--- src/rtl/uart_pkg.sv ---
// -----------------------------------------------------------------------------
// uart_pkg
// Shared types and elaboration helpers for the UART receive path.
//   rx_state_e    : frame FSM states
//   clks_per_bit  : system clocks per bit period
//   half_bit      : clocks from the start edge to the middle of the start bit
//   cnt_width     : baud counter width able to hold CLKS_PER_BIT-1
// -----------------------------------------------------------------------------
package uart_pkg;

    typedef enum logic [2:0] {
        IDLE,
        START,
        DATA,
        PARITY,
        STOP,
        WAIT_HIGH
    } rx_state_e;

    function automatic int clks_per_bit(input int f_clk, input int baud);
        return f_clk / baud;
    endfunction

    function automatic int half_bit(input int cpb);
        return cpb / 2;
    endfunction

    function automatic int cnt_width(input int cpb);
        return $clog2(cpb);
    endfunction

endpackage

--- src/rtl/uart_rx_frame_ctrl_if.sv ---
// -----------------------------------------------------------------------------
// uart_rx_frame_ctrl_if
// Byte hand-off from the UART receiver to its consumer.
//   rx_data    : received byte, bit 0 = first bit on the line
//   rx_valid   : rx_data holds an unconsumed byte
//   rx_ready   : consumer accepts rx_data when rx_valid && rx_ready
//   frame_err  : one-cycle pulse, stop bit sampled low
//   overrun    : one-cycle pulse, byte completed while previous one unconsumed
//   parity_err : one-cycle pulse, parity mismatch (0 without parity support)
// Modports: master = receiver, slave = consumer.
// -----------------------------------------------------------------------------
interface uart_rx_frame_ctrl_if #(
    parameter int DATA_BITS = 8
);
    logic [DATA_BITS-1:0] rx_data;
    logic                 rx_valid;
    logic                 rx_ready;
    logic                 frame_err;
    logic                 overrun;
    logic                 parity_err;

    modport master (
        output rx_data, rx_valid, frame_err, overrun, parity_err,
        input  rx_ready
    );

    modport slave (
        input  rx_data, rx_valid, frame_err, overrun, parity_err,
        output rx_ready
    );
endinterface

--- src/rtl/uart_baud_timer.sv ---
// -----------------------------------------------------------------------------
// uart_baud_timer
// Loadable down-counter producing bit-period strobes.
//   clk, rst   : clock, synchronous active-high reset (counter -> 0)
//   en_i       : count enable
//   load_i     : load load_val_i this cycle (takes priority, no strobe)
//   load_val_i : value loaded on load_i
//   strobe_o   : high in the cycle the enabled counter sits at 0; the counter
//                reloads RELOAD on that same edge so strobes repeat every
//                RELOAD+1 clocks.
// -----------------------------------------------------------------------------
module uart_baud_timer #(
    parameter int W      = 9,
    parameter int RELOAD = 499
) (
    input  logic         clk,
    input  logic         rst,
    input  logic         en_i,
    input  logic         load_i,
    input  logic [W-1:0] load_val_i,
    output logic         strobe_o
);

    logic [W-1:0] cnt_q;

    assign strobe_o = en_i && !load_i && (cnt_q == '0);

    always_ff @(posedge clk) begin
        if (rst) begin
            cnt_q <= '0;
        end else if (load_i) begin
            cnt_q <= load_val_i;
        end else if (en_i) begin
            if (cnt_q == '0) cnt_q <= W'(RELOAD);
            else             cnt_q <= cnt_q - 1'b1;
        end
    end

endmodule

--- src/rtl/uart_rx_frame_ctrl.sv ---
// -----------------------------------------------------------------------------
// uart_rx_frame_ctrl
// Frame-level UART receiver: synchronises the serial line, detects the start
// bit, samples each bit mid-period, checks the stop bit and hands bytes to
// the consumer over a valid/ready interface.
//   clk   : system clock (posedge)
//   rst   : synchronous active-high reset; aborts any frame in progress
//   data  : asynchronous serial line, idle high
//   busy  : FSM not in IDLE
//   rx_if : byte hand-off and error pulses (master modport)
// Optional build macro UART_RX_PARITY_EN adds parameter PARITY_ODD and a
// parity bit between the last data bit and the stop bit.
// -----------------------------------------------------------------------------
module uart_rx_frame_ctrl
    import uart_pkg::*;
#(
    parameter int F_CLK       = 50_000_000,
    parameter int BAUDRATE    = 100_000,
    parameter int DATA_BITS   = 8,
    parameter int SYNC_STAGES = 2
`ifdef UART_RX_PARITY_EN
    ,
    parameter bit PARITY_ODD  = 1'b0
`endif
) (
    input  logic                 clk,
    input  logic                 rst,
    input  logic                 data,
    output logic                 busy,
    uart_rx_frame_ctrl_if.master rx_if
);

    localparam int CPB  = clks_per_bit(F_CLK, BAUDRATE);
    localparam int HALF = half_bit(CPB);
    localparam int CW   = cnt_width(CPB);
    localparam int IW   = $clog2(DATA_BITS);

    if (CPB < 4) begin : g_bad_cpb
        $error("uart_rx_frame_ctrl: CLKS_PER_BIT must be >= 4");
    end
    if (DATA_BITS < 5 || DATA_BITS > 9) begin : g_bad_bits
        $error("uart_rx_frame_ctrl: DATA_BITS must be 5..9");
    end
    if (SYNC_STAGES < 2) begin : g_bad_sync
        $error("uart_rx_frame_ctrl: SYNC_STAGES must be >= 2");
    end

    // ---------------- input synchroniser ----------------
    logic [SYNC_STAGES-1:0] sync_q;
    logic                   rxs;

    always_ff @(posedge clk) begin
        if (rst) sync_q <= '1;
        else     sync_q <= {sync_q[SYNC_STAGES-2:0], data};
    end

    assign rxs = sync_q[SYNC_STAGES-1];

    // ---------------- baud timer ----------------
    rx_state_e state_q, state_d;
    logic      strobe;
    logic      tmr_load;
    logic      tmr_en;

    // The falling edge seen in IDLE is t0; loading HALF-1 puts the first
    // strobe in the middle of the start bit.
    assign tmr_load = (state_q == IDLE) && !rxs;
    assign tmr_en   = (state_q != IDLE) && (state_q != WAIT_HIGH);

    uart_baud_timer #(
        .W      (CW),
        .RELOAD (CPB - 1)
    ) u_baud (
        .clk        (clk),
        .rst        (rst),
        .en_i       (tmr_en),
        .load_i     (tmr_load),
        .load_val_i (CW'(HALF - 1)),
        .strobe_o   (strobe)
    );

    // ---------------- frame FSM ----------------
    logic [IW-1:0]        bit_idx_q, bit_idx_d;
    logic [DATA_BITS-1:0] shift_q, shift_d;
    logic                 deliver;
    logic                 ferr_d;
`ifdef UART_RX_PARITY_EN
    logic                 par_bad_q, par_bad_d;
    logic                 perr_d;
`endif

    always_ff @(posedge clk) begin
        if (rst) begin
            state_q   <= IDLE;
            bit_idx_q <= '0;
            shift_q   <= '0;
`ifdef UART_RX_PARITY_EN
            par_bad_q <= 1'b0;
`endif
        end else begin
            state_q   <= state_d;
            bit_idx_q <= bit_idx_d;
            shift_q   <= shift_d;
`ifdef UART_RX_PARITY_EN
            par_bad_q <= par_bad_d;
`endif
        end
    end

    always_comb begin
        state_d   = state_q;
        bit_idx_d = bit_idx_q;
        shift_d   = shift_q;
        deliver   = 1'b0;
        ferr_d    = 1'b0;
`ifdef UART_RX_PARITY_EN
        par_bad_d = par_bad_q;
        perr_d    = 1'b0;
`endif
        case (state_q)
            IDLE: begin
                if (!rxs) state_d = START;
            end
            START: begin
                if (strobe) begin
                    if (rxs) begin
                        state_d = IDLE;            // glitch, not a start bit
                    end else begin
                        state_d   = DATA;
                        bit_idx_d = '0;
                    end
                end
            end
            DATA: begin
                if (strobe) begin
                    // LSB arrives first, so shifting right leaves it at bit 0.
                    shift_d   = {rxs, shift_q[DATA_BITS-1:1]};
                    bit_idx_d = bit_idx_q + 1'b1;
                    if (bit_idx_q == IW'(DATA_BITS - 1)) begin
`ifdef UART_RX_PARITY_EN
                        state_d = PARITY;
`else
                        state_d = STOP;
`endif
                    end
                end
            end
`ifdef UART_RX_PARITY_EN
            PARITY: begin
                if (strobe) begin
                    par_bad_d = rxs ^ (^shift_q) ^ PARITY_ODD;
                    state_d   = STOP;
                end
            end
`endif
            STOP: begin
                if (strobe) begin
`ifdef UART_RX_PARITY_EN
                    perr_d = par_bad_q;
`endif
                    if (rxs) begin
`ifdef UART_RX_PARITY_EN
                        deliver = !par_bad_q;
`else
                        deliver = 1'b1;
`endif
                        state_d = IDLE;
                    end else begin
                        // Line still low: wait for it to return high so a
                        // break is not mistaken for another start bit.
                        ferr_d  = 1'b1;
                        state_d = WAIT_HIGH;
                    end
                end
            end
            WAIT_HIGH: begin
                if (rxs) state_d = IDLE;
            end
            default: state_d = IDLE;
        endcase
    end

    assign busy = (state_q != IDLE);

    // ---------------- consumer hand-off ----------------
    logic [DATA_BITS-1:0] rx_data_q;
    logic                 rx_valid_q;
    logic                 ferr_q;
    logic                 ovr_q;

    always_ff @(posedge clk) begin
        if (rst) begin
            rx_data_q  <= '0;
            rx_valid_q <= 1'b0;
            ferr_q     <= 1'b0;
            ovr_q      <= 1'b0;
        end else begin
            ferr_q <= ferr_d;
            ovr_q  <= 1'b0;
            if (rx_valid_q && rx_if.rx_ready) rx_valid_q <= 1'b0;
            if (deliver) begin
                // A byte consumed on this same edge frees the slot.
                if (rx_valid_q && !rx_if.rx_ready) begin
                    ovr_q <= 1'b1;
                end else begin
                    rx_data_q  <= shift_q;
                    rx_valid_q <= 1'b1;
                end
            end
        end
    end

    assign rx_if.rx_data   = rx_data_q;
    assign rx_if.rx_valid  = rx_valid_q;
    assign rx_if.frame_err = ferr_q;
    assign rx_if.overrun   = ovr_q;

`ifdef UART_RX_PARITY_EN
    logic perr_q;

    always_ff @(posedge clk) begin
        if (rst) perr_q <= 1'b0;
        else     perr_q <= perr_d;
    end

    assign rx_if.parity_err = perr_q;
`else
    assign rx_if.parity_err = 1'b0;
`endif

endmodule

--- src/flat_wrapper.sv ---
// flat-port wrapper written by rule: the top's interface ports become plain ports
module uart_rx_frame_ctrl_flat import uart_pkg::*;
#(
    parameter int F_CLK       = 50_000_000,
    parameter int BAUDRATE    = 100_000,
    parameter int DATA_BITS   = 8,
    parameter int SYNC_STAGES = 2

)
  (clk, rst, data, busy, rx_if_rx_data, rx_if_rx_valid, rx_if_frame_err, rx_if_overrun, rx_if_parity_err, rx_if_rx_ready);
  uart_rx_frame_ctrl_if #(.DATA_BITS(DATA_BITS)) rx_if_i ();
  input  logic clk;
  input  logic rst;
  input  logic data;
  output logic busy;
  output wire logic [$bits(rx_if_i.rx_data)-1:0] rx_if_rx_data;
  output wire logic [$bits(rx_if_i.rx_valid)-1:0] rx_if_rx_valid;
  output wire logic [$bits(rx_if_i.frame_err)-1:0] rx_if_frame_err;
  output wire logic [$bits(rx_if_i.overrun)-1:0] rx_if_overrun;
  output wire logic [$bits(rx_if_i.parity_err)-1:0] rx_if_parity_err;
  input wire logic [$bits(rx_if_i.rx_ready)-1:0] rx_if_rx_ready;
  assign rx_if_rx_data = rx_if_i.rx_data;
  assign rx_if_rx_valid = rx_if_i.rx_valid;
  assign rx_if_frame_err = rx_if_i.frame_err;
  assign rx_if_overrun = rx_if_i.overrun;
  assign rx_if_parity_err = rx_if_i.parity_err;
  assign rx_if_i.rx_ready = rx_if_rx_ready;
  uart_rx_frame_ctrl #(.F_CLK(F_CLK), .BAUDRATE(BAUDRATE), .DATA_BITS(DATA_BITS), .SYNC_STAGES(SYNC_STAGES)) u_core (.clk(clk), .rst(rst), .data(data), .busy(busy), .rx_if(rx_if_i));
endmodule
--- config.mk ---
export PLATFORM = sky130hd
export DESIGN_NAME = uart_rx_frame_ctrl_flat
export DESIGN_NICKNAME = d
export VERILOG_FILES = /design/src/rtl/uart_pkg.sv /design/src/rtl/uart_rx_frame_ctrl_if.sv /design/src/rtl/uart_baud_timer.sv /design/src/rtl/uart_rx_frame_ctrl.sv /design/src/flat_wrapper.sv
export SDC_FILE = /design/constraint.sdc
export NUM_CORES = 1
export LEC_CHECK = 0
export ABC_AREA = 1
export CAP_MARGIN = 20
export CORE_MARGIN = 4
export CORE_UTILIZATION = 30
export DETAILED_ROUTE_END_ITERATION = 6
export PLACE_DENSITY_LB_ADDON = 0.12
export SLEW_MARGIN = 20
export SYNTH_ARGS = -nofsm -noshare
export SYNTH_HDL_FRONTEND = slang
export SYNTH_SLANG_ARGS = --single-unit
--- constraint.sdc ---
create_clock -name clk -period 3.6 [get_ports clk]
set_input_delay 0.54 -clock clk [delete_from_list [all_inputs] [get_ports clk]]
set_output_delay 0.54 -clock clk [all_outputs]
set_load 0.01 [all_outputs]
Word-level counts from Yosys, hierarchy flattened:

Cells that the tools add are included.

* flip-flop bits (word level): 36
* output and inout bits: 13

* eq/ne operators: 13
* multiplexer cells: 24
* bitwise operators: 4
* $add $sub $neg: 2
* reduce and logical (&&, ||, !) cells: 21

Operators by type and width (number)
* $mux W3: 10
* $mux W8: 2
* $pmux W3 S5: 1
* $ne A2 B1 Y1 const B: 5
* $eq A3 B3 Y1 const B: 3
* $logic_not A9 Y1: 1
* $mux W9: 1
* $sub A9 B1 Y9 const B: 1
* $mux W1: 8
* $logic_and A1 B1 Y1: 6
* $pmux W3 S2: 1
* $reduce_and A6 Y1: 1
* $ne A2 B2 Y1 const B: 2
* $not A1 Y1: 4
* $reduce_and A2 Y1: 2
* $reduce_and A4 Y1: 1
* $reduce_bool A2 Y1: 2
* $reduce_or A2 Y1: 2
* $add A3 B1 Y3 const B: 1
* $eq A3 B1 Y1 const B: 1
* $eq A3 B2 Y1 const B: 1
* $logic_not A1 Y1: 3
* $logic_not A3 Y1: 1
* $ne A3 B3 Y1 const B: 1
* other kinds (3): 3

Logic depth before layout (Yosys ltp):

* depth after elaboration: 9
* depth in mapped cells: 11

Cells and area by module:

Synthesis repeated with hierarchy kept, for this count alone.

* cell total of the unflattened synthesis: 245
* area total of the unflattened synthesis: 1770.4 um2

Modules (own cells, without submodules)
* uart_rx_frame_ctrl: area an instance 1133.6 um2, cells each 145, times used 1
* uart_baud_timer: area an instance 636.9 um2, cells each 100, times used 1

Worst setup path after synthesis:

OpenSTA, ideal clock, no wires.

* kind: register to register
* start point: register u_core.u_baud.cnt_q[0]
* end point: register u_core.rx_data_q[1] (netlist: u_core.rx_if.rx_data[1])
* clock period less this slack: 1508 ps
* arrival: 1396 ps
* stages on the path, launching flop included: 11
* library setup time: 113 ps
* path buffers: 1
* slack: 2092 ps
* required time: 3487 ps
* cell sequence: dfxtp_1 -> inv_1 -> ha_1 -> nand2_2 -> nor2_4 -> nand3_4 -> inv_4 -> nand4_4 -> buf_6 -> nor2_1 -> nor2_1

* cells in the longest elaborated chain, start to end: 5

Ends and longest elaborated chain
* start: declaration: RTL line uart_baud_timer.sv:24 `logic [W-1:0] cnt_q;`
* start signal: assignment: RTL line uart_baud_timer.sv:32 `cnt_q <= load_val_i;`
* start signal: assignment: RTL line uart_baud_timer.sv:34 `if (cnt_q == '0) cnt_q <= W'(RELOAD);`
* start signal: assignment: RTL line uart_baud_timer.sv:35 `else cnt_q <= cnt_q - 1'b1;`
* $logic_not A9 Y1: RTL line uart_baud_timer.sv:26 `assign strobe_o = en_i && !load_i && (cnt_q == '0);`
* $logic_and A1 B1 Y1: RTL line uart_baud_timer.sv:26
* $mux W1: RTL line uart_rx_frame_ctrl.sv:157 `if (strobe) begin`
* $mux W1: RTL line uart_rx_frame_ctrl.sv:120 `case (state_q)`
* $reduce_and A2 Y1 (no line)
* end signal: assignment: RTL line uart_rx_frame_ctrl.sv:206 `rx_data_q <= shift_q;`
* end: declaration: RTL line uart_rx_frame_ctrl.sv:186 `logic [DATA_BITS-1:0] rx_data_q;`

No other way between the ends.
A chain may end at the register's enable or synchronous reset.

Worst setup path after layout:

* start point: register u_core.u_baud.cnt_q[0]
* end point: register u_core.shift_q[0]

* cells in the longest elaborated chain, start to end: 3

Ends and longest elaborated chain
* $logic_not A9 Y1: RTL line uart_baud_timer.sv:26
* $logic_and A1 B1 Y1: RTL line uart_baud_timer.sv:26
* $reduce_and A2 Y1 (no line)
* end signal: assignment: RTL line uart_rx_frame_ctrl.sv:103 `shift_q <= shift_d;`
* end: declaration: RTL line uart_rx_frame_ctrl.sv:84 `logic [DATA_BITS-1:0] shift_q, shift_d;`

No other way between the ends.

==> impl_metrics.csv <==
group,metric,value,unit
outcome,outcome,"completed",
layout,final_nets,251,
synthesis,synth-seq-area-share,43.4,%
synthesis,netlist_area,1660,sq um
critical_path,setup.worst_path.end_class,"flop",
sta,max_freq,482,MHz
worst_hold_path,holdCritPathClass,"reg2reg",
synthesis,synthCells,228,
layout,final_cells,315,
global_routing,antenna_found_initial,0,
global_routing,grt_max_degree,24,
critical_path,worst_path_max_delay_cell,"nor2_1",
place,post_dp_cell_area,1860,sq um
critical_path,path_buf_inv,2,
synthesis,synth_compound_area_share,9.88,%
synthesis,synth_top_cells_by_area,"dfxtp_1 (43%), nor2_1 (10%), nand2_1 (10%)",
die,die_h,82.4,um
cts,cts.repair.resized,0,
sta,period_share,57.6,%
layout,insertedDiodeCount,0,
synthesis,synth_seq_cells,36,
run,maxCapViolCount,0,
pwr,power_density,489,nW/um^2
place,post-place-ws,1290,ps
pwr,p_sw,311,uW
critical_path,critical_path_arrival,2260,ps
die,ioPinCount,17,
layout,fillers,548,
pwr,p_int,642,uW
die,die_w,82.4,um
layout,design_area,1950,sq um
synthesis,synthAdderAreaFrac,2.26,%
synthesis,synthMuxAreaShare,0,%
sta,tightest_slew,655,ps
global_routing,track_usage,11.4,%
place,io_buffers,15,
sta,setup-tns-final,0,ps
synthesis,synth.top_cell.area_share,43.4,%
sta,slew_viol_final,0,
synthesis,yosysWarnings,0,
pwr,power.leakage,0.878,nW
synthesis,syn_area_per_cell,7.28,sq um
global_routing,grt_overflow,0,
cts,numCtsBuffers,5,
cts,clock-sinks,36,
cts,cts_root_buf,"clkbuf_8",
synthesis,async_flop_share,0,%
sta,fin_ws,1530,ps
pwr,power_frac_seq,47.5,%
place,hpwlAfterDp,2310,um
critical_path,cp_top_family,"simple AND/OR/NAND/NOR gates",
global_routing,grt_first_pass_wirelength,5890,um
route,first_pass_iters,4,
critical_path,max_stage_delay,470,ps
critical_path,critPathLaunchType,"flop",
die,initial_core_util,31.7,%
synthesis,ys_types,32,
cts,h-tree-depth,2,
die,row_count,26,
cts,clk_latency,290,ps
layout,area_growth,17.4,%
route,drt_iter0_drc,107,
cts,clk_pin_slew,70,ps
synthesis,synth.most_common_cell,"nor2_1",
synthesis,synth_flop_cell,"dfxtp_1",
sta,slew_headroom,56.3,%
route,drt_wl_total,3270,um
route,routed_via_density,4.38,
synthesis,synth_xor_area_share,1.06,%
synthesis,synthSimpleGateAreaFrac,34.7,%
pwr,pwr-share-comb,22.4,%
die,coreArea,5240,sq um
sta,rsz0062_at_grt,"no",
global_routing,grt_pass1_vias,1289,
layout,final_util,37.2,%
sta,period_minus_slack,2070,ps
sta,whs,415,ps
critical_path,path_class,"reg2reg",
die,dieArea,6780,sq um
route,drc,0,
layout,final-seq-area,721,sq um
sta,setup_viol,0,
critical_path,cp.required,3780,ps
synthesis,synth-edff-count,0,
critical_path,path_max_fanout,11,
cts,hold_buffers,0,
sta,fin_worst_skew,7.93,ps
cts,post_cts_buffers,0,
pwr,peakVddDrop,219,uV
synthesis,syn_nets,235,
route,ant_nets,0,
pwr,finalPower,953,uW
critical_path,crit_top_cell,"nor2_1",
pwr,pwr-share-clk,30.0,%
sta,finalHoldViolCount,0,
route,via_count,1379,
cts,cts_tree,"built",
pwr,sw_frac_of_total,32.6,%
place,place_inst,307,
layout,multi_input_area,798,sq um
synthesis,synth_common_cells,"nor2_1 (45), nand2_1 (44), dfxtp_1 (36), inv_1 (23), o21ai_0 (15)",
cts,cts_buffer_depth,2,
critical_path,path_cells,"inv_1 > ha_1 > nand2_2 > nor2_4 > nand2_1 > nor2_1 > inv_1 > nor2_1 > nor2_1",
route,routedWlPerCell,10.4,um
layout,drive_above_1_share,9.80,%
synthesis,yosys.area.top_type,"dfxtp_1",
synthesis,synth_top_family_by_area,"simple AND/OR/NAND/NOR gates",
place,gp_congestion,0.731,
==> power groups by stage <==
| stage | logic [mW] | registers, mW | clock network (mW) |
|---|---|---|---|
| floorplan | 0.177 | 0.456 | 0 |
| global placement | 0.217 | 0.463 | 0 |
| detailed placement | 0.214 | 0.462 | 0 |
| CTS | 0.215 | 0.453 | 0.299 |
| global route | 0.247 | 0.458 | 0.313 |
| finish | 0.214 | 0.453 | 0.286 |
==> routing by layer <==
metal  vias up  GRT usage, %  part of all wire (%)
met1       594          16.7                    55
met5         -             0                     0
li1        753             -                     -
met2        25          15.5                    39
met3         7          3.47                   3.9
met4         0          4.49                   1.6
==> cell usage in the layout (no fill, tap or decap), types with 2 or more instances in the layout <==
master,synthesis,routed
nor2_1,45,45
nand2_1,44,44
dfxtp_1,36,36
inv_1,23,23
o21ai_0,15,15
clkdlybuf4s50_1,0,15
a21oi_1,13,13
nand3_1,12,12
nor3_1,5,5
clkbuf_8,0,5
inv_2,3,3
nand2_2,3,3
ha_1,3,3
nand2_4,2,2
nand4_1,2,2
or2_2,2,2
clkinv_2,0,2
==> logic make-up after synthesis <==
family | Yosys count
compound gates | 31
xor+xnor | 2
fa+ha+maj | 3
buf+inv | 33
flops | 36
other cells | 1
simple gates | 122
==> state kept, by name, summed over array words and instances (netlist names), 2 cells and up <==
register / cells
u_core.state_q: 3
u_core.bit_idx_q: 3
u_core.sync_q: 2
u_core.shift_q: 8
u_core.u_baud.cnt_q: 9
u_core.rx_if.rx_data: 8
==> path summary, 6_finish.rpt <==
| path | start | to | slack [ps] | cells past startpoint |
|---|---|---|---|---|
| max | u_core.u_baud.cnt_q[0] | u_core.shift_q[0] | 1530 | 9 |
| min | u_core.sync_q[0] | u_core.sync_q[1] | 410 | 1 |
| max reg2reg | u_core.u_baud.cnt_q[0] | u_core.shift_q[0] | 1530 | 9 |
| min reg2reg | u_core.sync_q[0] | u_core.sync_q[1] | 410 | 1 |
==> worst reg2reg max path: stages (launching register included) <==
cell and delay (ps):
dfxtp_1 320, inv_1 90, ha_1 220, nand2_2 100
nor2_4 170, nand2_1 130, nor2_1 470, inv_1 250
nor2_1 160, nor2_1 60
==> final cells by class <==
class                      count  share of cell area (%)
multi-input combinational    159                    41.0
sequential                    36                    37.0
clock buffer                   5                    3.53
inverter                      27                    5.33
tap                           70                    4.50
timing repair buffer          15                    7.71
clock inverter                 3                   0.963
No activity file was read; power rests on OpenSTA's default activity.
